### config.mk
export PLATFORM = sky130hd
export DESIGN_NAME = rf_wport_arbiter
export DESIGN_NICKNAME = d
export VERILOG_FILES = /design/src/rtl/rf_wport_arbiter.sv
export SDC_FILE = /design/constraint.sdc
export NUM_CORES = 1
export LEC_CHECK = 0
export ABC_AREA = 1
export BUFFER_PORTS_ARGS = -buffer_cell sky130_fd_sc_hd__buf_4
export CAP_MARGIN = 20
export CORE_ASPECT_RATIO = 0.8
export CORE_MARGIN = 2
export CORE_UTILIZATION = 32
export DETAILED_ROUTE_END_ITERATION = 7
export GPL_TIMING_DRIVEN = 0
export HOLD_SLACK_MARGIN = 0.03
export PLACE_DENSITY = 0.49
export REMOVE_ABC_BUFFERS = 1
export SYNTH_ARGS = -nofsm -noshare
export SYNTH_HDL_FRONTEND = slang
export SYNTH_SLANG_ARGS = --single-unit
### constraint.sdc
create_clock -name clk -period 8.1 [get_ports clk]
set_clock_uncertainty 0.1 [all_clocks]
set_input_delay 0.81 -clock clk [delete_from_list [all_inputs] [get_ports clk]]
set_output_delay 0.81 -clock clk [all_outputs]
set_load 0.02 [all_outputs]
### src/rtl/rf_wport_arbiter.sv
// Register-file write-port arbiter: pipeline writeback vs. buffered long-latency results,
// with a busy scoreboard and starvation stall. Optional same-cycle bypass: RF_WPORT_BYPASS_EN.
module rf_wport_arbiter #(
  parameter int DEPTH      = 2,
  parameter int STARVE_MAX = 4
) (
  input  logic        clk,
  input  logic        reset,
  input  logic        wb_we,
  input  logic [4:0]  wb_rd,
  input  logic [31:0] wb_data,
  input  logic        lu_valid,
  output logic        lu_ready,
  input  logic [4:0]  lu_rd,
  input  logic [31:0] lu_data,
  input  logic        iss_valid,
  input  logic [4:0]  iss_rd,
  output logic        iss_ready,
  input  logic [4:0]  chk_a1,
  input  logic [4:0]  chk_a2,
  input  logic [4:0]  chk_rd,
  output logic        hz1,
  output logic        hz2,
  output logic        hzd,
  output logic        stall_req,
  output logic        rf_we,
  output logic [4:0]  rf_a3,
  output logic [31:0] rf_wd
);
  localparam int AW  = (DEPTH > 1) ? $clog2(DEPTH) : 1;
  localparam int CW1 = AW + 1;
  localparam int CW  = (STARVE_MAX > 1) ? $clog2(STARVE_MAX) : 1;
  localparam logic [CW-1:0] CNT_LAST = CW'(STARVE_MAX - 1);

  typedef enum logic [1:0] {IDLE, WAIT, FORCE} state_t;
  state_t state;

  logic [4:0]     mem_rd   [DEPTH];
  logic [31:0]    mem_data [DEPTH];
  logic [AW-1:0]  rd_ptr, wr_ptr;
  logic [CW1-1:0] count, count_next;
  logic [CW-1:0]  cnt;
  logic [31:0]    busy, set_mask, clr_mask;

  logic empty, full, in_force, prim_ok, lu_xfer;
  logic head_grant, prim_grant, byp, push, pop, iss_fire;
  logic [4:0]  head_rd;
  logic [31:0] head_data;

  assign empty     = (count == '0);
  assign full      = (count == CW1'(DEPTH));
  assign in_force  = (state == FORCE);
  assign head_rd   = mem_rd[rd_ptr];
  assign head_data = mem_data[rd_ptr];

  // Handshakes: a transfer happens on a cycle where valid and ready are both high at posedge;
  // ready never depends on valid, and both readies are held low while reset is asserted.
  assign lu_ready  = !reset && !full;
  assign iss_ready = !reset && (!busy[iss_rd] || (iss_rd == 5'd0));
  assign lu_xfer   = lu_valid && lu_ready;
  assign iss_fire  = iss_valid && iss_ready && (iss_rd != 5'd0);

  assign prim_ok    = wb_we && (wb_rd != 5'd0);
  assign prim_grant = !in_force && prim_ok;
  assign head_grant = !empty && (in_force || !prim_ok);

`ifdef RF_WPORT_BYPASS_EN
  assign byp = lu_xfer && (lu_rd != 5'd0) && empty && !in_force && !prim_ok;
`else
  assign byp = 1'b0;
`endif

  assign push       = lu_xfer && (lu_rd != 5'd0) && !byp;
  assign pop        = !reset && head_grant;
  assign count_next = count + CW1'(push) - CW1'(pop);

  assign rf_we = !reset && (prim_grant || head_grant || byp);

  always_comb begin
    rf_a3 = 5'd0;
    rf_wd = 32'd0;
    if (head_grant) begin
      rf_a3 = head_rd;
      rf_wd = head_data;
    end else if (prim_grant) begin
      rf_a3 = wb_rd;
      rf_wd = wb_data;
    end else if (byp) begin
      rf_a3 = lu_rd;
      rf_wd = lu_data;
    end
  end

  // Clear is applied before set so an issue to a register never lost to a stray commit.
  assign set_mask = iss_fire ? (32'd1 << iss_rd) : 32'd0;
  assign clr_mask = (pop ? (32'd1 << head_rd) : 32'd0) | (byp ? (32'd1 << lu_rd) : 32'd0);

  assign hz1 = busy[chk_a1] && (chk_a1 != 5'd0);
  assign hz2 = busy[chk_a2] && (chk_a2 != 5'd0);
  assign hzd = busy[chk_rd] && (chk_rd != 5'd0);

  always_ff @(posedge clk) begin
    if (reset) begin
      rd_ptr    <= '0;
      wr_ptr    <= '0;
      count     <= '0;
      busy      <= '0;
      state     <= IDLE;
      cnt       <= '0;
      stall_req <= 1'b0;
    end else begin
      if (push) begin
        mem_rd[wr_ptr]   <= lu_rd;
        mem_data[wr_ptr] <= lu_data;
        wr_ptr           <= wr_ptr + 1'b1;
      end
      if (pop) rd_ptr <= rd_ptr + 1'b1;
      count <= count_next;
      busy  <= (busy & ~clr_mask) | set_mask;
      // WAIT is entered together with the first entry, so cnt counts cycles the head is visible.
      case (state)
        IDLE: begin
          cnt       <= '0;
          stall_req <= 1'b0;
          if (count_next != '0) state <= WAIT;
        end
        WAIT: begin
          if (head_grant) begin
            cnt   <= '0;
            state <= (count_next != '0) ? WAIT : IDLE;
          end else if (cnt == CNT_LAST) begin
            cnt       <= '0;
            state     <= FORCE;
            stall_req <= 1'b1;
          end else begin
            cnt <= cnt + 1'b1;
          end
        end
        FORCE: begin
          cnt       <= '0;
          stall_req <= 1'b0;
          state     <= (count_next != '0) ? WAIT : IDLE;
        end
        default: state <= IDLE;
      endcase
    end
  end
endmodule

# Word level (Yosys, flattened, before mapping)

Memories as Yosys holds them, arrays and structs flattened. A register that Yosys moved wholly into a read port is not among the register bits.
Cells that the tools add are included.

Memories: 2
RAM bits: 74
Flip-flop bits (word level): 41

Shift operators: 2
Mux-type cells: 32
Bitwise gates (word level): 3
Equal/unequal tests: 8
Reduce and logical (&&, ||, !) cells: 37
Add/sub/neg operators: 5
Magnitude comparators: 4

Memory list:

| memory   | depth | bits a word | read ports | clocked after memory_dff | write ports | line | source |
|---|---|---|---|---|---|---|---|
| mem_data | 2     | 32          | 1          | 1                        | 1           | 39   | `logic [31:0] mem_data [DEPTH];` |
| mem_rd   | 2     | 5           | 1          | 1                        | 1           | 38   | `logic [4:0] mem_rd [DEPTH];` |

Operators with widths:

| cell                 | number |
|---|---|
| $mux 32              | 4 |
| $shl 1x5->32 const A | 2 |
| $and 32x32->32       | 1 |
| $not 32->32          | 1 |
| $or 32x32->32        | 1 |
| $reduce_bool 5->1    | 6 |
| $lt 5x6->1 const B   | 4 |
| $bmux 1 s5           | 4 |
| $logic_and 1x1->1    | 14 |
| $mux 1               | 14 |
| $mux 2               | 5 |
| $mux 5               | 2 |
| $eq 2x2->1 const B   | 3 |
| $logic_not 1->1      | 6 |
| $ne 2x2->1 const B   | 3 |
| $pmux 2 s3           | 1 |
| $logic_not 5->1      | 1 |
| $logic_not 2->1      | 2 |
| $pmux 2 s2           | 1 |
| $reduce_bool 2->1    | 2 |
| $logic_or 1x1->1     | 3 |
| $ne 3x3->1 const B   | 1 |
| $reduce_and 3->1     | 1 |
| $add 1x1->1 const B  | 2 |
| 7 further kinds      | 7 |

# Longest topological paths before layout

Gate-level depths: netlist of run 1.

Depth after elaboration: 11
Depth in mapped cells: 15
Depth with buffers taken out: 13

# Worst setup path after synthesis of run 1

No wires, ideal clock.

Path type: input to register
Start point: input port reset
End point: memory mem_data[1][0], enable pin
Slack: 4.290 ns
Data required time: 7.567 ns
Path buffers: 1
Cell stages on the path: 6
Data arrival time: 3.277 ns
Library setup time: 0.433 ns
Cell sequence: clkbuf_1 -> a21oi_1 -> nand2_1 -> nor2_1 -> inv_1 -> nor2_1

Word-level cells in the longest chain between the ends: 7

RTL lines:

| item                         | line | source |
|---|---|---|
| start: declaration           | 8    | `input logic reset,` |
| $logic_not 1->1              | 58   | `assign lu_ready = !reset && !full;` |
| $logic_and 1x1->1            | 58   |  |
| net lu_ready                 | 13   | `output logic lu_ready,` |
| $logic_and 1x1->1            | 60   | `assign lu_xfer = lu_valid && lu_ready;` |
| $logic_and 1x1->1            | 73   | `assign push = lu_xfer && (lu_rd != 5'd0) && !byp;` |
| $mux 1                       | 112  | `if (push) begin` |
| $mux 1                       | 103  | `if (reset) begin` |
| $mux 1 (implied by the code) | 114  | `mem_data[wr_ptr] <= lu_data;` |
| end: declaration             | 39   |  |

The timed path passes the listed nets, and every way through them passes these cells.

# Final worst setup path of run 1

Start point: input port wb_rd[1]
End point: output port rf_wd[19]

Word-level cells in the longest chain between the ends: 6
Elaborated cells on any way between the ends: 8
Classes of those cells: mux: 2; reduce/logical: 6

RTL lines:

| item                | line | source |
|---|---|---|
| start: declaration  | 10   | `input logic [4:0] wb_rd,` |
| $reduce_bool 5->1 * | 63   | `assign prim_ok = wb_we && (wb_rd != 5'd0);` |
| $logic_and 1x1->1 * | 63   |  |
| $logic_not 1->1     | 65   | `assign head_grant = !empty && (in_force \|\| !prim_ok);` |
| $logic_or 1x1->1    | 65   |  |
| $logic_and 1x1->1   | 65   |  |
| $mux 32 *           | 82   | `if (head_grant) begin` |
| end: declaration    | 28   | `output logic [31:0] rf_wd` |

Mark *: on every way between the ends. The rest lies on a longest branch, timed or not.

==> results of run 1 <==
-- cell usage in the layout (no fill, tap or decap), types with 5 or more instances in the layout --
master	count
edfxtp_1	74
nor3_1	17
clkbuf_16	17
nand3_1	36
nor2_1	36
mux2_2	32
inv_8	5
o211ai_1	11
a32o_1	32
nand4_1	32
a21oi_1	67
clkinv_8	5
buf_4	142
o21ai_0	80
o21ai_1	11
inv_1	45
nand2_1	98
dfxtp_1	41
inv_6	5
-- through the flow --
step / power (W) / worst slack, ns
after floorplan: 0.0009074 / 4.483
after global placement: 0.001071 / 3.277
after global routing: 0.001899 / 3.906
after CTS: 0.001837 / 4.080
final: 0.001820 / 4.083
after detailed placement: 0.001084 / 4.059
-- registers in the layout, indices dropped and copies added (netlist names), named ones only --
name       flops
mem_data      64
busy          32
mem_rd        10
cnt            2
count          2
state          2
rd_ptr         1
stall_req      1
wr_ptr         1
-- final timing paths --
path,from,end,slack (ns),depth (start not counted)
max reg2reg,state[0],state[0],4.99,13
min,stall_req,stall_req,0.36,2
max,wb_rd[1],rf_wd[19],4.08,8
min reg2reg,stall_req,stall_req,0.36,2
-- critical path: stages --
cell,delay [ns]
buf_4,0.12
nor3_2,0.19
nand3_2,0.59
nand2_2,0.35
o21ai_4,0.14
inv_2,0.48
a32o_1,0.23
buf_4,0.15
-- layout make-up --
type / instances / area (um^2) / area share [%]
sequential: 116 / 3064 / 37.35
multi-input combinational: 490 / 2865 / 34.92
timing repair buffer: 146 / 1145 / 13.95
clock buffer: 17 / 425.4 / 5.185
tap: 264 / 330.3 / 4.026
inverter: 50 / 192.7 / 2.349
clock inverter: 15 / 181.4 / 2.211
-- power by group through the flow --
stage / clock network (W) / registers [W] / logic (W)
3_5_place_dp: 0 / 0.000695 / 0.000389
5_1_grt: 0.000792 / 0.000685 / 0.000422
6_report: 0.000750 / 0.000682 / 0.000388
2_1_floorplan: 0 / 0.000695 / 0.000212
3_3_place_gp: 0 / 0.000705 / 0.000365
4_1_cts: 0.000764 / 0.000682 / 0.000390
-- cells by family after synthesis --
group / Yosys count
buffers and inverters: 99
AND/OR/NAND/NOR: 233
adder cells (fa/ha/maj): 3
flip-flops: 116
multiplexers: 33
AO/OA/AOI/OAI: 218
XOR/XNOR: 3
-- layer usage --
metal	track usage, %	up-vias	share of wire (%)
met1	24.98	2790	46
li1	-	2828	-
met5	0	-	0
met3	4.450	22	7.0
met4	6.303	0	1.3
met2	28.66	208	46
==> impl_metrics.ini, run 1 <==
[grt]
antenna_found_initial = 0
grt_pass1_vias = 5582
grt.total_usage_pct = 18.31
grt_pass1_wl_mm = 29.88
grt_overflow = 0
grt_max_degree = 46

[yosys]
synth-compound-area-share_pct = 21.23
synthSimpleGateAreaFrac_pct = 16.84
synth_area_mm2 = 0.006346
synthDistinctLibCells = 46
synth_warnings = 0
muxShareOfSynthArea_pct = 5.836
synth_top_family_by_area = compound AO/OA/AOI/OAI gates
synth_seq_cells = 116
netlist_top_cells_area = edfxtp_1 (35%), dfxtp_1 (13%), o21ai_0 (6.3%)
synth-xor-area-share_pct = 0.4140
synth_ff_type = edfxtp_1
synth_common_cells = nand2_1 (98), o21ai_0 (80), edfxtp_1 (74)
synth_fa_ha_area_share_pct = 0.5915
yosysTopAreaCellShare_pct = 35.02
synth.avg_cell_area_um2 = 9.002
synth_edf_count = 74
ys_async_sr_fraction_pct = 0
ys_seq_area_share_pct = 48.26
syn_inst = 705
yosysTopAreaCell = edfxtp_1
synth_most_common_cell = nand2_1

[detailed_routing]
drt_wl_total_mm = 19.10
vias = 5848
drcViolationCount = 0
via_per_inst = 5.326
antenna_left = 0
firstDrtPassIters = 5
wl_per_cell_um = 17.40
drt_iter0_markers = 498

[timing]
relSlewSlack_pct = 33.49
slew_violations = 0
final-setup-viol-count = 0
hold_ws_ns = 0.3621
finalSetupTns_ns = 0
rsz0062_at_grt = no
tightest_slew_ns = 0.9951
period_share_pct = 49.60
fmax_mhz = 248.9
hold_viol = 0
min_period_ns = 4.017

[pwr]
switchingPower_w = 0.0005802
p_leak_nw = 3.041
ir_drop_v = 0.0001481
power_density_mw_per_mm2 = 221.9
p_clk_share_pct = 41.2
swShare_pct = 31.87
p_int_w = 0.001240
seqPwrFrac_pct = 37.4
power_frac_comb_pct = 21.3

[final_layout]
final_cells = 1098
num_antenna_cells = 0
area_delta_synth_final_pct = 29.28
drive_gt1_share_pct = 27.70
final_area_mm2 = 0.008204
fin_nets = 923
nFillCells = 1930
finish.utilization_pct = 41.80

[run_status]
status = completed

[clocking]
cts_buffer_depth = 2
cts-root-buf = clkbuf_16
htreeDepth = 4
clkTransAtPathRegs_ns = 0.06
tritoncts = yes
cts_resized = 0
numCtsBuffers = 17
hold_buffers = 0
cts_setup_buffers = 0
clk_latency_ns = 0.42
cts_sinks = 116

[critical_path]
worst-setup-path-type = primary input to output port
end_kind = output port
required_ns = 7.19
cp.arrival_ns = 3.11
cp_max_fo = 34
cp-start-kind = primary input

[floorplan]
row_count = 46
initial_core_util_pct = 32.33
chipHeight_um = 130.0
fp.dieW_um = 161.4
die-area_mm2 = 0.02098
core_area_mm2 = 0.01963
ioPinCount = 143

[placed_design]
portBuffers = 142
place_inst = 1066
place_congestion = 0.8806
placed_area_mm2 = 0.007597
dp_hpwl_mm = 13.65

[run]
max-cap-violations = 0

[hold_path]
hp-class = register to register
Power figures use the tool's default switching activity.
==> inputs of run 2 (changes only) <==
--- a/config.mk
+++ b/config.mk
@@ -5,7 +5,7 @@
 export SDC_FILE = /design/constraint.sdc
 export NUM_CORES = 1
 export LEC_CHECK = 0
-export ABC_AREA = 1
+export ABC_AREA = 0
 export BUFFER_PORTS_ARGS = -buffer_cell sky130_fd_sc_hd__buf_4
 export CAP_MARGIN = 20
 export CORE_ASPECT_RATIO = 0.8
@@ -14,7 +14,7 @@
 export DETAILED_ROUTE_END_ITERATION = 7
 export GPL_TIMING_DRIVEN = 0
 export HOLD_SLACK_MARGIN = 0.03
-export PLACE_DENSITY = 0.49
+export PLACE_DENSITY = 0.51
 export REMOVE_ABC_BUFFERS = 1
 export SYNTH_ARGS = -nofsm -noshare
 export SYNTH_HDL_FRONTEND = slang
==> constraint.sdc (replaced) <==
create_clock -name clk -period 3.5 [get_ports clk]
set_clock_uncertainty 0.1 [all_clocks]
set_input_delay 0.35 -clock clk [delete_from_list [all_inputs] [get_ports clk]]
set_output_delay 0.35 -clock clk [all_outputs]
set_load 0.02 [all_outputs]
==> run 2 against run 1 <==
  * First-iteration DRC count is 36% lower
  * Die area grew 0.31%
  * Clock power increased by 130%
  * Final cell count is 6.6% lower
  * Via count is 7.6% lower
  * Synthesized cell count is 17% lower
  * Critical path depth grew 4
  * Area after synthesis rose by 0.32%
  * Critical endpoint is now state[0]
  * Largest power group unchanged
==> impl_metrics.ini, run 2 <==
[floorplan]
ioPinCount = 143
core_area_mm2 = 0.01968
die-area_mm2 = 0.02105
initial_core_util_pct = 32.34
fp.dieW_um = 161.7
chipHeight_um = 130.2
row_count = 46

[grt]
grt_pass1_wl_mm = 28.55
grt_max_degree = 76
antenna_found_initial = 0
grt_overflow = 0
grt_pass1_vias = 5198
grt.total_usage_pct = 17.62

[critical_path]
cp-start-kind = primary input
cpMaxStageDelayCell = o211ai_1
cp_max_fo = 4
slowest_delay_ns = 0.57
cp.arrival_ns = 3.36
crit_chain = dlygate4sd3_1 > buf_4 > or4_1 > o211ai_1 > ha_1 > inv_1 > ha_1 > xor3_1 > nor2_1 > nor2_1 > a21oi_1 > a21oi_1
worst-setup-path-type = primary input to register
required_ns = 3.68
end_kind = register

[final_layout]
reg_top3 = mem_data: 64 flops, busy: 32 flops, mem_rd: 10 flops
area_delta_synth_final_pct = 36.18
finish.utilization_pct = 44.04
final_area_mm2 = 0.008670
nFillCells = 1857
mostFrequentLayoutCell = buf_4
fin_nets = 851
drive_gt1_share_pct = 29.79
top_register = mem_data
num_antenna_cells = 0
regArea_mm2 = 0.003064
multi_input_area_mm2 = 0.003092
largest_reg_flops = 64
layout_common_cells = buf_4 (142), edfxtp_1 (74), mux2i_1 (60)

[pwr]
ir_drop_v = 0.0002787
power_density_mw_per_mm2 = 491.8
p_leak_nw = 3.240

[placed_design]
dp_hpwl_mm = 13.36
portBuffers = 142
pre_cts_slack_ns = 0.2517
place_congestion = 0.8403
placed_area_mm2 = 0.007719

[yosys]
synthDistinctLibCells = 58
synth_top_family_by_area = compound AO/OA/AOI/OAI gates
synth_edf_count = 74
synth_ff_type = edfxtp_1
synth_fa_ha_area_share_pct = 0.5896
synthSimpleGateAreaFrac_pct = 14.23
ys_seq_area_share_pct = 48.11
synth.avg_cell_area_um2 = 10.85
synth_seq_cells = 116
synth-compound-area-share_pct = 17.30
yosysTopAreaCell = edfxtp_1
syn_inst = 587
ys_async_sr_fraction_pct = 0
synth_warnings = 0
synth-xor-area-share_pct = 0.6486
muxShareOfSynthArea_pct = 15.45
synth_most_common_cell = edfxtp_1
yosysTopAreaCellShare_pct = 34.91
synth_common_cells = edfxtp_1 (74), mux2i_1 (60), nand2_1 (44)
netlist_top_cells_area = edfxtp_1 (35%), dfxtp_1 (13%), mux2i_1 (9.4%)
synth_area_mm2 = 0.006366

[clocking]
cts_setup_buffers = 0
clkTransAtPathRegs_ns = 0.06
cts_buffer_depth = 2
cts_sinks = 116
clk_latency_ns = 0.42
htreeDepth = 4
cts-root-buf = clkbuf_16
numCtsBuffers = 17
tritoncts = yes

[timing]
period_share_pct = 90.93
min_period_ns = 3.182
hold_ws_ns = 0.2695
relSlewSlack_pct = 36.48
fmax_mhz = 314.2
tightest_slew_ns = 0.9510
final-setup-viol-count = 0
setup_slack_ns = 0.3175
rsz0062_at_grt = no
slew_violations = 0
hold_viol = 0

[detailed_routing]
drcViolationCount = 0
drt_wl_total_mm = 18.25
drt_iter0_markers = 321
via_per_inst = 5.264
firstDrtPassIters = 5
antenna_left = 0
vias = 5401
wl_per_cell_um = 17.78

[run_status]
status = completed

[run]
max-cap-violations = 0

[hold_path]
hp-class = primary input to register
run 2: where the power goes:
part	total, W	switching, W	internal (W)	leakage [nW]
Sequential	0.00160	0.0000653	0.00153	1.02
Combinational	0.000954	0.000534	0.000421	1.94
Clock	0.00171	0.000705	0.00100	0.281
run 2: logic make-up after synthesis:
family          Yosys count
simple gates            170
compound gates          153
flops                   116
mux                      83
buf+inv                  59
xor+xnor                  3
fa+ha+maj                 3
run 2: final cells by class:
type,instances,share of cell area (%)
inverter,19,0.8226
clock buffer,17,4.907
sequential,116,35.34
timing repair buffer,183,17.66
tap,264,3.810
multi-input combinational,412,35.66
clock inverter,15,1.790
run 2: worst paths after layout:
| path | start | to | slack [ns] | cells after the start |
|---|---|---|---|---|
| hold / removal | reset | rd_ptr | 0.27 | 2 |
| setup reg to reg | register | busy[8] | 0.56 | 6 |
| setup / recovery | lu_rd[0] | state[0] | 0.32 | 12 |
| hold reg to reg | busy[0] | busy[0] | 0.37 | 2 |
run 2: worst max-delay path, delay by kind of cell:
kind / cells / cell delay (ns)
adders and majority gates: 2 / 0.48
AOI/OAI and AO/OA: 3 / 0.77
xor gates and xnor gates: 1 / 0.23
buffers and inverters: 3 / 0.76
and+or+nand+nor: 3 / 0.76
run 2: metal layers:
metal	share of wire, %	up-vias	GRT usage (%)
li1	-	2605	-
met1	48	2601	24.32
met2	47	171	28.33
met3	4.6	24	3.687
met4	1.1	0	4.789
met5	0	-	0
run 2: timing repair:
| action | CTS | global route |
|---|---|---|
| gates resized for setup | 0 | 0 |
| hold endpoints to repair | 74 | 0 |
| hold buffers | 37 | 0 |
| setup endpoints to repair | 0 | 0 |
run 2: stage by stage:
step	instances	total power, W	setup TNS, ns
4_1_cts	1026	0.004298	0
3_5_place_dp	957	0.002555	0
3_3_place_gp	953	0.002500	-76.89
2_1_floorplan	547	0.002117	0
6_report	1026	0.004263	0
5_1_grt	1026	0.004453	0
==> inputs of run 3 (changes only) <==
--- a/config.mk
+++ b/config.mk
@@ -15,7 +15,6 @@
 export GPL_TIMING_DRIVEN = 0
 export HOLD_SLACK_MARGIN = 0.03
 export PLACE_DENSITY = 0.51
-export REMOVE_ABC_BUFFERS = 1
 export SYNTH_ARGS = -nofsm -noshare
 export SYNTH_HDL_FRONTEND = slang
 export SYNTH_SLANG_ARGS = --single-unit
==> run 3 against run 2 <==
  * Design area grew 1.5%
  * Die area is the same
  * Worst setup slack lost 0.17 ns
  * Via count grew 4.7%
  * Final cell count grew 3.1%
  * Routed wire length grew 9.3%
  * Maximum frequency shrank 5.0%
  * Critical path type unchanged
  * Critical endpoint unchanged
==> impl_metrics.ini, run 3 (same netlist as run 2, synthesis figures left out) <==
[pwr]
p_leak_nw = 3.280
ir_drop_v = 0.0003758
power_density_mw_per_mm2 = 503.2

[hold_path]
whs_path_depth = 2
min_to = cnt[1]
hp-start = cnt[1]
hp-class = register to register

[placed_design]
dp_hpwl_mm = 15.15
place_congestion = 0.8631
placed_area_mm2 = 0.007787
portBuffers = 136

[final_layout]
multi_input_area_mm2 = 0.003084
nFillCells = 1900
num_antenna_cells = 0
drive_gt1_share_pct = 27.58
fin_nets = 883
top_register = mem_data
area_delta_synth_final_pct = 38.17
reg_top3 = mem_data: 64 flops, busy: 32 flops, mem_rd: 10 flops
layout_common_cells = buf_4 (136), edfxtp_1 (74), mux2i_1 (60)
largest_reg_flops = 64
mostFrequentLayoutCell = buf_4
regArea_mm2 = 0.003063
final_area_mm2 = 0.008796

[floorplan]
die-area_mm2 = 0.02105
initial_core_util_pct = 32.34
core_area_mm2 = 0.01968
ioPinCount = 143
chipHeight_um = 130.2
row_count = 46
fp.dieW_um = 161.7

[timing]
finalSetupTns_ns = 0
slew_violations = 0
relSlewSlack_pct = 30.34
final-setup-viol-count = 0
min_period_ns = 3.350
hold_ws_ns = 0.3610
fmax_mhz = 298.5
rsz0062_at_grt = no
hold_viol = 0
period_share_pct = 95.72
tightest_slew_ns = 1.043

[critical_path]
cp-start-kind = primary input
rr_startpoint = count[0]
cp.arrival_ns = 3.52
reg2regPathDepth = 11
crit_chain = dlygate4sd3_1 > buf_4 > or4_1 > o211ai_1 > ha_1 > inv_1 > ha_1 > xor3_1 > nor2_1 > nor2_1 > a21oi_1 > a21oi_1
r2r_end = state[0]
cpMaxStageDelayCell = o211ai_1
reg2reg_slack_ns = 0.65
required_ns = 3.67
cp_max_fo = 4
slowest_delay_ns = 0.74
end_kind = register
worst-setup-path-type = primary input to register

[clocking]
cts_buffer_depth = 2
cts_setup_buffers = 0
clkTransAtPathRegs_ns = 0.05
clk_latency_ns = 0.41
cts_sinks = 116
tritoncts = yes
cts-root-buf = clkbuf_16
numCtsBuffers = 17
htreeDepth = 4

[grt]
grt_pass1_wl_mm = 30.17
grt_pass1_vias = 5544
grt_overflow = 0
grt_max_degree = 23
antenna_found_initial = 0
grt.total_usage_pct = 18.79

[detailed_routing]
firstDrtPassIters = 4
drcViolationCount = 0
drt_iter0_markers = 355
vias = 5657
antenna_left = 0
drt_wl_total_mm = 19.95
via_per_inst = 5.347
wl_per_cell_um = 18.85

[run]
max-cap-violations = 0

[yosys]
synth.net_count = 689

[run_status]
status = completed
## run 3: cell types whose count changed in the layout (fill, tap and decap cells not counted), moves of 3 or more
cell,delta
inv_6,-8
clkbuf_1,+32
bufinv_16,+4
buf_1,+3
buf_2,+4
clkinv_1,+3
buf_4,-6
## run 3: worst max-delay path by stage
| stage | from | to | slack, ns | cells past startpoint |
|---|---|---|---|---|
| 3_3_place_gp | reset | mem_data[0][22] | -1.08 | 4 |
| 5_1_grt | lu_rd[0] | state[0] | 0.03 | 12 |
| 6_report | lu_rd[0] | state[0] | 0.15 | 12 |
| 3_5_place_dp | wb_rd[2] | state[0] | 0.29 | 13 |
| 4_1_cts | lu_rd[0] | state[0] | 0.20 | 12 |
| 2_1_floorplan | reset | mem_data[0][0] | 0.19 | 4 |
## run 3: what timing repair did
item                                    4_1_cts  5_1_grt
gates resized for setup                       0        0
hold buffers                                 37        0
endpoints found under the hold margin        74        0
endpoints found under the setup margin        0        0
## run 3: stage by stage
stage	util [%]	setup WS, ns	std cells	total power (W)
2_1_floorplan	-	0.1860	587	0.002157
3_3_place_gp	39.21	-1.081	987	0.002525
3_5_place_dp	39.56	0.2922	989	0.002553
4_1_cts	44.69	0.2014	1058	0.004454
5_1_grt	44.69	0.02620	1058	0.004600
6_report	44.69	0.1500	1058	0.004426
## run 3: worst max-delay path, delay by kind of cell
kind,cells,cell delay [ns]
buf+inv,3,0.73
xor+xnor,1,0.24
fa+ha+maj,2,0.51
simple gates,3,0.71
compound gates,3,0.97
## run 3: where the power goes
group / internal (W) / total (W) / switching [W] / leakage (nW)
Clock: 0.00125 / 0.00187 / 0.000612 / 0.305
Sequential: 0.00153 / 0.00158 / 0.0000434 / 1.02
Combinational: 0.000407 / 0.000982 / 0.000576 / 1.96
## run 3: metal layers
layer | vias up | GRT usage [%] | share of wire [%]
li1 | 2667 | - | -
met1 | 2799 | 26.24 | 48
met2 | 170 | 29.16 | 45
met3 | 21 | 4.577 | 5.2
met4 | 0 | 5.362 | 1.1
met5 | - | 0 | 0
## run 3: layout make-up
type | instances | area share (%)
repair buffers | 175 | 16.44
inverters | 19 | 0.8108
clock buffers | 17 | 4.836
multi-input cells | 412 | 35.06
plain buffers | 40 | 1.849
well taps | 264 | 3.755
clock inverters | 15 | 2.418
flip-flops and latches | 116 | 34.82
